<file path="config.mk">
export PLATFORM = sky130hd
export DESIGN_NAME = bcd_serial_addsub_ctrl_flat
export DESIGN_NICKNAME = d
export VERILOG_FILES = /design/src/rtl/bcd_serial_addsub_ctrl_pkg.sv /design/src/rtl/bcd_serial_addsub_ctrl_if.sv /design/src/rtl/bcd_serial_addsub_ctrl_digit_add.sv /design/src/rtl/bcd_serial_addsub_ctrl.sv /design/src/flat_wrapper.sv
export SDC_FILE = /design/constraint.sdc
export NUM_CORES = 1
export LEC_CHECK = 0
export ABC_AREA = 1
export ABC_CLOCK_PERIOD_IN_PS = 4000
export BUFFER_PORTS_ARGS = -buffer_cell sky130_fd_sc_hd__buf_4
export CAP_MARGIN = 20
export CORE_UTILIZATION = 32
export CTS_CLUSTER_DIAMETER = 200
export DETAILED_ROUTE_END_ITERATION = 8
export SKIP_CTS_REPAIR_TIMING = 1
export SYNTH_ARGS = -nofsm -noshare
export SYNTH_HDL_FRONTEND = slang
export SYNTH_SLANG_ARGS = --single-unit
export TNS_END_PERCENT = 50
</file>
<file path="constraint.sdc">
create_clock -name clk -period 4 [get_ports clk]
set_input_delay 0.8 -clock clk [delete_from_list [all_inputs] [get_ports clk]]
set_output_delay 0.8 -clock clk [all_outputs]
set_load 0.01 [all_outputs]
</file>
<file path="src/rtl/bcd_serial_addsub_ctrl_pkg.sv">
`default_nettype none
// +----------------------------------------------------------------------+
// | bcd_pkg : shared BCD width, controller state encoding, digit helpers |
// | Rev 1.0                                                              |
// +----------------------------------------------------------------------+
package bcd_pkg;

  localparam int BCD_W = 4;

  typedef enum logic [2:0] {
    IDLE = 3'd0,
    LOAD = 3'd1,
    ADD  = 3'd2,
    CORR = 3'd3,
    DONE = 3'd4
  } state_t;

  function automatic logic [BCD_W-1:0] nines_comp(input logic [BCD_W-1:0] d);
    return BCD_W'(9) - d;
  endfunction

  function automatic logic is_bad_digit(input logic [BCD_W-1:0] d);
    return (d > BCD_W'(9));
  endfunction

endpackage
`default_nettype wire

</file>
<file path="src/rtl/bcd_serial_addsub_ctrl_if.sv">
`default_nettype none
// +----------------------------------------------------------------------+
// | bcd_serial_addsub_ctrl_if : request/result bundle of the BCD sequencer |
// | Rev 1.0                                                              |
// +----------------------------------------------------------------------+
interface bcd_serial_addsub_ctrl_if #(
  parameter int NDIGITS = 4
);
  logic                   start;
  logic                   sub;
  logic [4*NDIGITS-1:0]   a;
  logic [4*NDIGITS-1:0]   b;
  logic [4*NDIGITS-1:0]   result;
  logic                   cout;
  logic                   neg;
  logic                   err;
  logic                   busy;
  logic                   done;

  modport master (
    output start, sub, a, b,
    input  result, cout, neg, err, busy, done
  );

  modport slave (
    input  start, sub, a, b,
    output result, cout, neg, err, busy, done
  );
endinterface
`default_nettype wire

</file>
<file path="src/rtl/bcd_serial_addsub_ctrl_digit_add.sv">
`default_nettype none
// +----------------------------------------------------------------------+
// | bcd_digit_add : combinational single-digit BCD adder with carry      |
// | Rev 1.0                                                              |
// +----------------------------------------------------------------------+
module bcd_digit_add
  import bcd_pkg::*;
(
  input  wire logic [BCD_W-1:0] i_x,
  input  wire logic [BCD_W-1:0] i_y,
  input  wire logic             i_cin,
  output logic      [BCD_W-1:0] o_s,
  output logic                  o_cout
);

  logic [BCD_W:0] w_raw;

  assign w_raw  = {1'b0, i_x} + {1'b0, i_y} + {{BCD_W{1'b0}}, i_cin};
  assign o_cout = (w_raw > (BCD_W+1)'(9));
  // +6 skips the six unused codes; the wrap past 16 drops the decimal carry
  assign o_s    = o_cout ? (w_raw[BCD_W-1:0] + BCD_W'(6)) : w_raw[BCD_W-1:0];

endmodule
`default_nettype wire

</file>
<file path="src/rtl/bcd_serial_addsub_ctrl.sv">
`default_nettype none
// +----------------------------------------------------------------------+
// | bcd_serial_addsub_ctrl : digit-serial BCD add/sub, sign + magnitude  |
// | Rev 1.0                                                              |
// +----------------------------------------------------------------------+
module bcd_serial_addsub_ctrl
  import bcd_pkg::*;
#(
  parameter int NDIGITS = 4
) (
  input  wire logic              clk,
  input  wire logic              rst,
  bcd_serial_addsub_ctrl_if.slave bus
);

  localparam int              IW       = (NDIGITS > 1) ? $clog2(NDIGITS) : 1;
  localparam int              W        = BCD_W * NDIGITS;
  localparam logic [IW-1:0]   LAST_IDX = IW'(NDIGITS - 1);

  state_t            r_state;
  state_t            w_next;
  logic [IW-1:0]     r_idx;
  logic              r_carry;
  logic              r_sub;
  logic [W-1:0]      r_a;
  logic [W-1:0]      r_b;
  logic [W-1:0]      r_result;
  logic              r_cout;
  logic              r_neg;
  logic              r_err;

  logic              w_bad;
  logic              w_last;
  logic [BCD_W-1:0]  w_da;
  logic [BCD_W-1:0]  w_db;
  logic [BCD_W-1:0]  w_dr;
  logic [BCD_W-1:0]  w_x;
  logic [BCD_W-1:0]  w_y;
  logic [BCD_W-1:0]  w_s;
  logic              w_co;

  always_comb begin
    w_bad = 1'b0;
    for (int k = 0; k < NDIGITS; k++) begin
      if (is_bad_digit(bus.a[k*BCD_W +: BCD_W]) || is_bad_digit(bus.b[k*BCD_W +: BCD_W]))
        w_bad = 1'b1;
    end
  end

  assign w_last = (r_idx == LAST_IDX);

  // One adder serves both passes: ADD sees A and (complemented) B, CORR sees 9-result
  always_comb begin
    w_da = '0;
    w_db = '0;
    w_dr = '0;
    for (int k = 0; k < NDIGITS; k++) begin
      if (r_idx == IW'(k)) begin
        w_da = r_a[k*BCD_W +: BCD_W];
        w_db = r_b[k*BCD_W +: BCD_W];
        w_dr = r_result[k*BCD_W +: BCD_W];
      end
    end
    if (r_state == CORR) begin
      w_x = nines_comp(w_dr);
      w_y = '0;
    end else begin
      w_x = w_da;
      w_y = r_sub ? nines_comp(w_db) : w_db;
    end
  end

  bcd_digit_add u_digit_add (
    .i_x    (w_x),
    .i_y    (w_y),
    .i_cin  (r_carry),
    .o_s    (w_s),
    .o_cout (w_co)
  );

  always_ff @(posedge clk or posedge rst) begin
    if (rst) r_state <= IDLE;
    else     r_state <= w_next;
  end

  always_comb begin
    w_next = r_state;
    case (r_state)
      IDLE: if (bus.start) w_next = LOAD;
      LOAD: w_next = w_bad ? DONE : ADD;
      ADD: begin
        if (w_last) begin
          if (r_sub && !w_co) w_next = CORR;
          else                w_next = DONE;
        end
      end
      CORR: if (w_last) w_next = DONE;
      DONE: w_next = bus.start ? LOAD : IDLE;
      default: w_next = IDLE;
    endcase
  end

  always_ff @(posedge clk or posedge rst) begin
    if (rst) begin
      r_idx    <= '0;
      r_carry  <= 1'b0;
      r_sub    <= 1'b0;
      r_a      <= '0;
      r_b      <= '0;
      r_result <= '0;
      r_cout   <= 1'b0;
      r_neg    <= 1'b0;
      r_err    <= 1'b0;
    end else begin
      case (r_state)
        LOAD: begin
          r_a      <= bus.a;
          r_b      <= bus.b;
          r_sub    <= bus.sub;
          r_result <= '0;
          r_cout   <= 1'b0;
          r_neg    <= 1'b0;
          r_err    <= w_bad;
          r_idx    <= '0;
          r_carry  <= bus.sub;
        end
        ADD: begin
          for (int k = 0; k < NDIGITS; k++)
            if (r_idx == IW'(k)) r_result[k*BCD_W +: BCD_W] <= w_s;
          r_carry <= w_co;
          r_idx   <= r_idx + IW'(1);
          if (w_last) begin
            if (!r_sub) begin
              r_cout <= w_co;
            end else if (!w_co) begin
              // No borrow-free carry out means A<B: ten's-complement the result
              r_neg   <= 1'b1;
              r_idx   <= '0;
              r_carry <= 1'b1;
            end
          end
        end
        CORR: begin
          for (int k = 0; k < NDIGITS; k++)
            if (r_idx == IW'(k)) r_result[k*BCD_W +: BCD_W] <= w_s;
          r_carry <= w_co;
          r_idx   <= r_idx + IW'(1);
        end
        default: begin
        end
      endcase
    end
  end

  assign bus.result = r_result;
  assign bus.cout   = r_cout;
  assign bus.neg    = r_neg;
  assign bus.err    = r_err;
  assign bus.busy   = (r_state == LOAD) || (r_state == ADD) || (r_state == CORR);
  assign bus.done   = (r_state == DONE);

endmodule
`default_nettype wire

</file>
<file path="src/flat_wrapper.sv">
// flat-port wrapper written by rule: the top's interface ports become plain ports
module bcd_serial_addsub_ctrl_flat import bcd_pkg::*;
#(
  parameter int NDIGITS = 4
)
  (clk, rst, bus_start, bus_sub, bus_a, bus_b, bus_result, bus_cout, bus_neg, bus_err, bus_busy, bus_done);
  bcd_serial_addsub_ctrl_if #(.NDIGITS(NDIGITS)) bus_i ();
  input  wire logic clk;
  input  wire logic rst;
  input wire logic [$bits(bus_i.start)-1:0] bus_start;
  input wire logic [$bits(bus_i.sub)-1:0] bus_sub;
  input wire logic [$bits(bus_i.a)-1:0] bus_a;
  input wire logic [$bits(bus_i.b)-1:0] bus_b;
  output wire logic [$bits(bus_i.result)-1:0] bus_result;
  output wire logic [$bits(bus_i.cout)-1:0] bus_cout;
  output wire logic [$bits(bus_i.neg)-1:0] bus_neg;
  output wire logic [$bits(bus_i.err)-1:0] bus_err;
  output wire logic [$bits(bus_i.busy)-1:0] bus_busy;
  output wire logic [$bits(bus_i.done)-1:0] bus_done;
  assign bus_i.start = bus_start;
  assign bus_i.sub = bus_sub;
  assign bus_i.a = bus_a;
  assign bus_i.b = bus_b;
  assign bus_result = bus_i.result;
  assign bus_cout = bus_i.cout;
  assign bus_neg = bus_i.neg;
  assign bus_err = bus_i.err;
  assign bus_busy = bus_i.busy;
  assign bus_done = bus_i.done;
  bcd_serial_addsub_ctrl #(.NDIGITS(NDIGITS)) u_core (.clk(clk), .rst(rst), .bus(bus_i));
endmodule
</file>
# Yosys cells after proc, flatten, opt, wreduce, memory -nomap -nowiden
# Index checks and enable logic that the tools add are counted.
totals:
  regBits: 58
  in_bits: 36
  out_inout_bits: 21
  elab_cells: 112
op_classes:
  add_sub_neg: 6
  n_lt_le_gt_ge: 9
  eq_ne: 17
  mux: 46
  n_reduce_logical: 21
ops:
  columns: ["operator", "n"]
  rows:
  - ["$mux 4", 20]
  - ["$gt 4x4->1 const B", 8]
  - ["$pmux 16 s2", 1]
  - ["$mux 3", 5]
  - ["$pmux 3 s5", 1]
  - ["$ne 2x1->1 const B", 7]
  - ["$mux 1", 12]
  - ["$reduce_and 2->1", 4]
  - ["$sub 4x4->4 const A", 2]
  - ["$eq 3x2->1 const B", 2]
  - ["$logic_or 1x1->1", 6]
  - ["$mux 2", 3]
  - ["$ne 2x2->1 const B", 3]
  - ["$pmux 2 s3", 1]
  - ["$reduce_and 3->1", 2]
  - ["$add 4x4->5", 1]
  - ["$add 5x1->5", 1]
  - ["$gt 5x4->1 const B", 1]
  - ["$add 4x3->4 const B", 1]
  - ["$eq 2x2->1 const B", 2]
  - ["$pmux 1 s2", 2]
  - ["$reduce_and 4->1", 1]
  - ["$reduce_bool 2->1", 2]
  - ["$eq 3x1->1 const B", 1]
  - ["other kinds (10)", 10]

# Longest topological paths before layout
depth:
  depth_word: 16
  ltp_mapped: 22
  mapped_depth_nobuf: 21

# Modules after synthesis
# From an unflattened synthesis, not the netlist that was laid out.
unflattened:
  cells_unflattened: 454
  area_unflattened_um2: 3350.7
by_module_without_submodules:
  columns: ["module", "n_inst", "cells_per_inst", "area_per_inst_um2", "seq_area_each_um2"]
  rows:
  - ["bcd_serial_addsub_ctrl", 1, 407, 3050.4, 1451.4]
  - ["bcd_digit_add", 1, 47, 300.3, 0.0]

# Least setup slack after synthesis
# No wires, ideal clock.
synth_path:
  path_type: "register to register"
  start: "register u_core.r_idx[0]"
  end: "register u_core.r_neg (netlist: u_core.bus.neg)"
  setup_ns: 0.117
  t_arrival_ns: 2.919
  required_ns: 3.883
  slack_ns: 0.965
  path_stages_with_launch: 22
  path_buffers: 1
  period_less_slack_ns: 3.035
  cell_sequence: "dfrtp_1 -> inv_1 -> ha_1 -> buf_2 -> nand2_1 -> nor2_1 -> a21oi_1 -> o21ai_0 -> nor2_1 -> o21ai_0 -> inv_1 -> fa_1 -> inv_1 -> fa_1 -> inv_1 -> nand2_2 -> nand3_4 -> nand3_1 -> nand2_1 -> nand2_1 -> nand2_1 -> nand2_1"
synth_between:
  elab_chain_cells: 13
  word_cells_on_any_way: 27
  cone_classes: "add/sub (4); order compare (1); eq/ne (5); mux (15); reduce/logical (2)"
synth_lines:
  columns: ["item", "line_no", "rtl"]
  rows:
  - ["from (decl)", "bcd_serial_addsub_ctrl.sv:22", "logic [IW-1:0] r_idx;"]
  - ["from (signal assigned)", "bcd_serial_addsub_ctrl.sv:131", "r_idx <= r_idx + IW'(1);"]
  - ["from (signal assigned)", "bcd_serial_addsub_ctrl.sv:147", "r_idx <= r_idx + IW'(1);"]
  - ["$logic_not 2->1", "bcd_serial_addsub_ctrl.sv:58", "if (r_idx == IW'(k)) begin"]
  - ["$mux 4 (4 in series)", "bcd_serial_addsub_ctrl.sv:58", null]
  - ["$sub 4x4->4", "bcd_serial_addsub_ctrl_pkg.sv:19", "return BCD_W'(9) - d;"]
  - ["$mux 4", "bcd_serial_addsub_ctrl.sv:69", "w_y = r_sub ? nines_comp(w_db) : w_db;"]
  - ["$mux 4", "bcd_serial_addsub_ctrl.sv:64", "if (r_state == CORR) begin"]
  - ["$add 4x4->5", "bcd_serial_addsub_ctrl_digit_add.sv:18", "assign w_raw = {1'b0, i_x} + {1'b0, i_y} + {{BCD_W{1'b0}}, i_cin};"]
  - ["$add 5x1->5", "bcd_serial_addsub_ctrl_digit_add.sv:18", null]
  - ["$gt 5x4->1", "bcd_serial_addsub_ctrl_digit_add.sv:19", "assign o_cout = (w_raw > (BCD_W+1)'(9));"]
  - ["$ne 2x2->1 (no source line)", null, null]
  - ["$reduce_and 4->1 (no source line) *", null, null]
  - ["to (signal assigned)", "bcd_serial_addsub_ctrl.sv:112", "r_neg <= 1'b0;"]
  - ["to (signal assigned)", "bcd_serial_addsub_ctrl.sv:122", "r_neg <= 1'b0;"]
  - ["to (signal assigned)", "bcd_serial_addsub_ctrl.sv:137", "r_neg <= 1'b1;"]
  - ["to (decl)", "bcd_serial_addsub_ctrl.sv:29", "logic r_neg;"]
# Mark *: on every way between the ends. The rest lies on a longest branch, timed or not.
# A chain may end at the register's enable or synchronous reset.

# Worst setup path in the final report
layout_path:
  start: "register u_core.r_idx[0]"
  end: "register u_core.r_result[14] (netlist: u_core.bus.result[14])"
layout_between:
  elab_chain_cells: 14
  word_cells_on_any_way: 30
  cone_classes: "add/sub (5); order compare (1); eq/ne (4); mux (18); reduce/logical (2)"
layout_lines:
  columns: ["item", "line_no", "rtl"]
  rows:
  - ["$logic_not 2->1", "bcd_serial_addsub_ctrl.sv:58", null]
  - ["$mux 4 (4 in series)", "bcd_serial_addsub_ctrl.sv:58", null]
  - ["$sub 4x4->4", "bcd_serial_addsub_ctrl_pkg.sv:19", null]
  - ["$mux 4", "bcd_serial_addsub_ctrl.sv:69", null]
  - ["$mux 4", "bcd_serial_addsub_ctrl.sv:64", null]
  - ["$add 4x4->5", "bcd_serial_addsub_ctrl_digit_add.sv:18", null]
  - ["$add 5x1->5", "bcd_serial_addsub_ctrl_digit_add.sv:18", null]
  - ["$add 4x3->4 / $gt 5x4->1 (equally long branches)", "bcd_serial_addsub_ctrl_digit_add.sv:21, bcd_serial_addsub_ctrl_digit_add.sv:19", null]
  - ["$mux 4", "bcd_serial_addsub_ctrl_digit_add.sv:21", "assign o_s = o_cout ? (w_raw[BCD_W-1:0] + BCD_W'(6)) : w_raw[BCD_W-1:0];"]
  - ["$mux 4", "bcd_serial_addsub_ctrl.sv:129, bcd_serial_addsub_ctrl.sv:145", null]
  - ["$pmux 16 s2", "bcd_serial_addsub_ctrl.sv:115", "case (r_state)"]
  - ["to (signal, indexed assignment)", "bcd_serial_addsub_ctrl.sv:129", "if (r_idx == IW'(k)) r_result[k*BCD_W +: BCD_W] <= w_s;"]
  - ["to (signal, indexed assignment)", "bcd_serial_addsub_ctrl.sv:145", "if (r_idx == IW'(k)) r_result[k*BCD_W +: BCD_W] <= w_s;"]
  - ["to (decl)", "bcd_serial_addsub_ctrl.sv:27", "logic [W-1:0] r_result;"]
# Several ways; a longest one is shown, not always the timed one. The select of a mux whose other input is x is not followed.

==> results.yml <==
setup_path:
  reg2reg_depth: 16
  arrival_ns: 3.96
  path_class: "reg2reg"
  path_max_fanout: 19
  endpoint_kind: "flop"
  crit_required_ns: 4.23
  timing.critical_path.from_type: "flop"
global_routing:
  gr-total-overflow: 0
  antenna_found_initial: 0
  track_usage_pct: 17.5
  grt_pass1_wl_um: 14900
  grt_max_degree: 42
  grt_pass1_vias: 3025
routing:
  wl_per_cell_um: 14.0
  drt-pass1-iter-count: 4
  vias_per_cell: 4.84
  ant_nets: 0
  routed_wl_um: 8790
  drc: 0
  num_vias: 3042
  drtIter0Drc: 126
final_layout:
  fin_area_um2: 4060
  final_common_cell: "nand2_1"
  fill_cells: 1037
  nNetsFinal: 540
  antenna-diode-count: 0
  layout_common_cells: "nand2_1, buf_4, dfrtp_1"
  syn_to_final_growth_pct: 21.8
  drive_gt1_share_pct: 19.6
die:
  core_um2: 9950
  die_w_um: 104
  rows: 36
  die_h_um: 104
  initial_core_util_pct: 33.5
  io_pins: 57
  die_area_um2: 10800
sta:
  rsz0062_at_grt: "no"
  setup_viol: 0
  setup_ws_ns: 0.269
  holdWs_ns: 0.482
  tns_ns: 0
  max_slew_margin_pct: 43.6
  finClkSkew_ns: 0.00824
  drv_slew: 0
  tightest_slew_ns: 0.844
  fmax_mhz: 268
  period_needed_ns: 3.73
  hold_viol_final: 0
  fin_crit_sh_pct: 93.3
synth:
  synth-edff-count: 0
  syn_inst: 436
  synth_top_family_by_area: "simple AND/OR/NAND/NOR gates"
  synth_cell_types: 33
  synth_mux_area_share_pct: 0
  yosysTopAreaCell: "dfrtp_1"
  synth_top_area_share_pct: 43.5
  syn_nets: 484
  synth_fa_ha_area_share_pct: 4.95
  synth_area_leaders: "dfrtp_1, nand2_1, o21ai_0"
  synth_seq_cells: 58
  syn_area_per_cell_um2: 7.65
  synth_compound_area_share_pct: 15.7
  synth-simple-area-share_pct: 27.2
  yosys_warnings: 0
  seq_area_frac_synth_pct: 43.5
  synth_ff_type: "dfrtp_1"
  netlist_area_um2: 3330
  async_flop_share_pct: 100
  yosys.area_share.xor_xnor_pct: 0.488
hold_path:
  worstHoldPathType: "reg2reg"
  min_delay_path_depth: 2
power_and_ir_drop:
  clock_power_share_pct: 12.9
  power.switching_w: 0.00216
  p_sw_share_pct: 51.6
  comb_power_share_pct: 63.2
  ir_drop_uv: 591
  p_int_w: 0.00202
  p_leak_nw: 2.10
  power_density_nw_per_um2: 1030
  power_frac_seq_pct: 23.9
cts:
  tritoncts: "yes"
  clkSinkCount: 58
  cts_max_level: 3
  cts_root_buf: "clkbuf_8"
  cts_buffers: 9
  cts.clk_slew.worst_paths_ns: 0.07
  cts_max_path_buffers: 2
  clock_latency_ns: 0.34
placement:
  placed_area_um2: 3870
  place_congestion: 0.863
  place_ws_ns: 0.366
  port_buffers: 56
  post-dp-hpwl_um: 6640
status:
  status: "finished, final reports clean"
flow_run:
  cap_violations: 0
## path summary, 6_finish.rpt
kind / start / endpoint / slack (ns)
worst max register to register: u_core.r_idx[0] / u_core.bus.result[14] / 0.27
max in group asynchronous: rst / u_core.r_a[13] / 2.61
worst min-delay path: u_core.bus.neg / u_core.bus.neg / 0.48
worst max-delay path: u_core.r_idx[0] / u_core.bus.result[14] / 0.27
min in group asynchronous: rst / u_core.r_b[1] / 0.60
worst min register to register: u_core.bus.neg / u_core.bus.neg / 0.48
## worst max-delay path: stages (launching register included)
cell	delay, ns
dfrtp_1	0.41
inv_1	0.11
ha_1	0.64
inv_2	0.21
o211ai_1	0.27
nand2_1	0.07
nand2_1	0.06
nand3_1	0.11
fa_1	0.42
inv_1	0.09
fa_1	0.46
inv_1	0.14
nand2_2	0.09
nand3_4	0.15
nand3_1	0.18
nand4_1	0.14
nand2_1	0.06
## power groups by stage
stage / clock, W / combinational (W) / sequential (W)
4_1_cts: 0.000550 / 0.00264 / 0.00100
6_report: 0.000540 / 0.00265 / 0.000999
2_1_floorplan: 0 / 0.00204 / 0.000969
5_1_grt: 0.000576 / 0.00299 / 0.00103
3_3_place_gp: 0 / 0.00255 / 0.00101
3_5_place_dp: 0 / 0.00261 / 0.00101
## sequential cells by signal (all words and copies together), names as in the netlist
name,flops
u_core.bus.result,16
u_core.r_a,16
u_core.r_b,16
u_core.r_state,3
u_core.r_idx,2
u_core.bus.cout,1
u_core.bus.err,1
u_core.bus.neg,1
u_core.r_carry,1
u_core.r_sub,1
## metrics by stage
| step | cells | util, % | total power [W] |
|---|---|---|---|
| floorplan | 436 | - | 0.00301 |
| global placement | 614 | 38.8 | 0.00356 |
| detailed placement | 614 | 38.8 | 0.00363 |
| CTS | 629 | 40.8 | 0.00419 |
| global route | 629 | 40.8 | 0.00459 |
| finish | 629 | 40.8 | 0.00419 |
## cell type report
type,instances,area [µm²],share of cell area [%]
multi-input combinational,314,1610,39.7
sequential,58,1450,35.7
timing repair buffer,60,450,11.1
inverter,49,186,4.59
tap,133,166,4.10
clock buffer,11,141,3.48
clock inverter,4,52.6,1.29
## synthesized netlist by cell type, drive strengths merged (2+ instances only)
cell and instances:
ha 10, o211ai 2, o31ai 3, clkbuf 3, nand4 14, buf 12
nand3 17, nand2 149, a21oi 26, nor3b 3, inv 49, o22ai 2
nor2 27, fa 2, dfrtp 58, o21ai 54
## metal layers
metal / up-vias / share of wire (%) / global-route usage [%]
met2: 80 / 45 / 27.1
met5: - / 0 / 0
met4: 0 / 2.3 / 8.57
li1: 1524 / - / -
met3: 15 / 5.8 / 2.82
met1: 1423 / 47 / 23.6
## logic make-up (layout without fill, tap and decap cells)
| kind of cell | after synthesis | after routing |
|---|---|---|
| AND/OR/NAND/NOR | 211 | 211 |
| flip-flops | 58 | 58 |
| adder cells (fa/ha/maj) | 12 | 12 |
| buffers and inverters | 64 | 124 |
| AO/OA/AOI/OAI | 90 | 90 |
| XOR/XNOR | 1 | 1 |
Note: power is estimated with default switching activity, not from simulation.
